==> config.mk <==
export PLATFORM = sky130hd
export DESIGN_NAME = uart_rxer
export DESIGN_NICKNAME = d
export VERILOG_FILES = /design/src/rtl/uart_rxer.sv
export SDC_FILE = /design/constraint.sdc
export NUM_CORES = 1
export LEC_CHECK = 0
export ABC_AREA = 1
export CORE_MARGIN = 2
export CORE_UTILIZATION = 45
export CTS_CLUSTER_SIZE = 14
export DETAILED_ROUTE_END_ITERATION = 8
export SETUP_SLACK_MARGIN = 0.4
export SLEW_MARGIN = 20
export SYNTH_ARGS = -nofsm -noshare
export SYNTH_HDL_FRONTEND = slang
export SYNTH_SLANG_ARGS = --single-unit
==> constraint.sdc <==
create_clock -name clk -period 4.05 [get_ports clk]
set_input_delay 0.81 -clock clk [delete_from_list [all_inputs] [get_ports clk]]
set_output_delay 0.81 -clock clk [all_outputs]
set_load 0.03 [all_outputs]
==> src/rtl/uart_rxer.sv <==
// rtl/uart_rxer.sv - 8N1 UART receiver with glitch rejection and framing-error/break handling
`timescale 1ns/1ps
module uart_rxer #(
    parameter int BAUD_DIV = 5000,
    parameter int CNT_W    = 13
) (
    input  logic       clk,
    input  logic       res,
    input  logic       RX,
    output logic [7:0] data_out,
    output logic       en_data_out,
    output logic       frame_err,
    output logic       busy
);

    localparam logic [2:0] S_IDLE  = 3'd0;
    localparam logic [2:0] S_START = 3'd1;
    localparam logic [2:0] S_DATA  = 3'd2;
    localparam logic [2:0] S_STOP  = 3'd3;
    localparam logic [2:0] S_BREAK = 3'd4;

    localparam logic [CNT_W-1:0] HALF_M1 = CNT_W'(BAUD_DIV / 2 - 1);
    localparam logic [CNT_W-1:0] FULL_M1 = CNT_W'(BAUD_DIV - 1);

    logic             r_rx_m;
    logic             r_rx_s;
    logic             r_rx_d;
    logic [2:0]       r_state;
    logic [CNT_W-1:0] r_cnt;
    logic [2:0]       r_idx;
    logic [7:0]       r_shift;
    logic [7:0]       r_data_out;
    logic             r_en_data_out;
    logic             r_frame_err;

    // Edge flop resets low, so a line already low at reset release cannot start a frame.
    logic w_start_edge;
    assign w_start_edge = r_rx_d & ~r_rx_s;

    always_ff @(posedge clk) begin
        if (!res) begin
            r_rx_m        <= 1'b0;
            r_rx_s        <= 1'b0;
            r_rx_d        <= 1'b0;
            r_state       <= S_IDLE;
            r_cnt         <= '0;
            r_idx         <= 3'd0;
            r_shift       <= 8'h00;
            r_data_out    <= 8'h00;
            r_en_data_out <= 1'b0;
            r_frame_err   <= 1'b0;
        end else begin
            r_rx_m        <= RX;
            r_rx_s        <= r_rx_m;
            r_rx_d        <= r_rx_s;
            r_en_data_out <= 1'b0;
            r_frame_err   <= 1'b0;
            case (r_state)
                S_IDLE: begin
                    if (w_start_edge) begin
                        r_state <= S_START;
                        r_cnt   <= '0;
                    end
                end
                S_START: begin
                    if (r_cnt == HALF_M1) begin
                        r_cnt <= '0;
                        if (!r_rx_s) begin
                            r_state <= S_DATA;
                            r_idx   <= 3'd0;
                        end else begin
                            r_state <= S_IDLE;
                        end
                    end else begin
                        r_cnt <= r_cnt + CNT_W'(1);
                    end
                end
                S_DATA: begin
                    if (r_cnt == FULL_M1) begin
                        r_cnt   <= '0;
                        r_shift <= {r_rx_s, r_shift[7:1]};
                        if (r_idx == 3'd7) begin
                            r_state <= S_STOP;
                        end else begin
                            r_idx <= r_idx + 3'd1;
                        end
                    end else begin
                        r_cnt <= r_cnt + CNT_W'(1);
                    end
                end
                S_STOP: begin
                    // Leaving at mid-stop lets a back-to-back start edge be caught.
                    if (r_cnt == FULL_M1) begin
                        r_cnt <= '0;
                        if (r_rx_s) begin
                            r_data_out    <= r_shift;
                            r_en_data_out <= 1'b1;
                            r_state       <= S_IDLE;
                        end else begin
                            r_frame_err <= 1'b1;
                            r_state     <= S_BREAK;
                        end
                    end else begin
                        r_cnt <= r_cnt + CNT_W'(1);
                    end
                end
                S_BREAK: begin
                    if (r_rx_s) begin
                        r_state <= S_IDLE;
                    end
                end
                default: begin
                    r_state <= S_IDLE;
                end
            endcase
        end
    end

    assign data_out    = r_data_out;
    assign en_data_out = r_en_data_out;
    assign frame_err   = r_frame_err;
    assign busy        = (r_state != S_IDLE);

endmodule

==> results.cfg <==
[clock_network]
cts.sinks = 40
worstSkewPairLatency_ps = 290
cts.clk_slew.worst_paths_ps = 80
tritoncts = built
cts-resized-gates = 0
h-tree-depth = 2
clockBufferDepth = 2
post-cts-setup-buffer-count = 0
cts_root_buf = clkbuf_8
ctsHoldBuffers = 0
cts_buffers = 5

[timing]
slew-limit-headroom = 0.619
finalHoldViolCount = 0
slew_violations = 0
grt_setup_unrepaired = false
skew_ps = 8.23
setup_viol = 0
max_freq_ghz = 0.414
tightest_slew_ps = 569
period_minus_slack_ps = 2420
finalSetupTns_ps = 0
period_share = 0.597

[place]
dpl.hpwl_um = 2870
io_buffers = 13
gp_congestion = 0.883

[critical_path]
crit_required_ps = 3240
reg2reg_slack_ps = 1980
arrival_ps = 1610
start_kind = register
cp-end-kind = output port
path_max_fanout = 5
worstSetupPathType = register to output port

[run_status]
outcome = finished, final reports clean

[final_layout]
syn_to_final_growth_pct = 14.3
antenna_cells = 0
final_cell_mix = nand2_1, dfxtp_1, inv_1
drive_gt1_frac = 0.101
final_common_cell = nand2_1
finalNetCount = 292

[synth]
synthesis.nets = 277
syn_avg_cell_area_um2 = 6.99
yosys_warnings = 0
synth_cell_type_count = 28
ys_seq_elements = 40
syn_inst = 271
synth_area_um2 = 1890
yosysSeqAreaShare = 0.423

[route]
drtIter0Drc = 98
wl_per_cell_um = 12.0
vias_per_cell = 4.97
dr.pass1.iters = 4
drtAntennaViolNets = 0
vias = 1674
wl_um = 4060
drc = 0

[global_route]
grt.total_usage = 0.201
grt_pass1_wl_um = 7000
grt_start_max_net_pins = 31
use_met1 = 0.294
grt_pass1_vias = 1481
antenna_found_initial = 0
grt_use_met3 = 0.0487
busiest_layer = met1
grt.met2_usage = 0.290
globalRouteOverflowTotal = 0

[die]
fp.dieH_um = 68.9
io_pins = 14
rows = 23
start_util = 0.470
dieArea_um2 = 4740
die_width_um = 68.9
core_area_um2 = 4030

[worst_hold_path]
hold_class = register to register

[pwr]
p_total_w = 0.00117
powerDensity_nw_per_um2 = 539
power_leakage_nw = 0.946
ir_drop_v = 0.000274

[job]
cap_violations = 0
## report_power, final
group	total (W)	internal (W)	switching [W]
clock	0.000323	0.000183	0.000140
combinational	0.000393	0.000120	0.000273
sequential	0.000451	0.000420	0.0000303
## worst max-delay path, stage by stage (launching register included)
cell and delay [ps]:
dfxtp_1 370, nor2_1 280, nand2_1 80, clkdlybuf4s50_1 600
## synthesized netlist by cell type
cell type  count  area share
nand2_1       61        0.12
o211ai_1       1      0.0040
inv_1         31       0.061
o21ai_2        2      0.0092
or2_0          2      0.0066
inv_2          9       0.018
nor2_1        30       0.059
clkbuf_1       2      0.0040
nand3_1       16       0.042
nor2_2         2      0.0066
dfxtp_1       40        0.42
nand2_2        1      0.0033
a21oi_2        2      0.0092
o21ai_1        9       0.024
a31oi_1        1      0.0033
nor3_4         1      0.0086
buf_4          1      0.0040
buf_6          1      0.0059
nor3_1         5       0.013
nand4_1        5       0.017
a21oi_1       24       0.063
buf_2          2      0.0053
o21ai_0       14       0.037
o31ai_1        1      0.0040
ha_1           3       0.020
nand3_2        3       0.016
o21ai_4        1      0.0086
nor4_1         1      0.0033
## stage by stage
stage	hold slack [ps]	worst slack (ps)	std cells	util	instance area [um2]
2_1_floorplan	390	2420	271	-	1890
3_3_place_gp	400	1800	329	0.511	2060
3_5_place_dp	405	1780	329	0.511	2060
4_1_cts	423	1610	337	0.538	2170
5_1_grt	437	1530	337	0.538	2170
6_report	419	1630	337	0.538	2170
## layout make-up
class,count,area [um2]
Clock buffer,6,72.6
Clock inverter,2,35.0
Fill cell,422,1860
Inverter,40,150
Multi-Input combinational cell,185,907
Sequential cell,40,801
Tap cell,50,62.6
Timing Repair Buffer,14,138
## metal layers
layer | wire (um) | up-vias
met5 | 0 | -
met4 | 27 | 0
met3 | 134 | 2
met2 | 1690 | 23
met1 | 2200 | 744
li1 | - | 905
## sequential cells by signal (all words and copies together), names as in the netlist
signal,cells
frame_err,1
r_shift,8
r_rx_m,1
r_cnt,13
data_out,8
r_rx_d,1
r_rx_s,1
r_idx,3
r_state,3
en_data_out,1
## cells by family (layout without fill, tap and decap cells)
logic type | after synthesis | after routing | share of synthesized area
adders and majority gates | 3 | 3 | 0.0198
and+or+nand+nor | 127 | 127 | 0.297
DFF | 40 | 40 | 0.423
AOI/OAI and AO/OA | 55 | 55 | 0.162
buffers and inverters | 46 | 62 | 0.0984
## worst paths after layout
| kind | start | endpoint | cells after the start |
|---|---|---|---|
| worst max-delay path | r_state[1] | busy | 3 |
| worst min-delay path | r_rx_m | r_rx_s | 2 |
| worst max register to register | r_cnt[0] | r_shift[0] | 8 |
| worst min register to register | r_rx_m | r_rx_s | 2 |
Power figures use the tool's default switching activity.
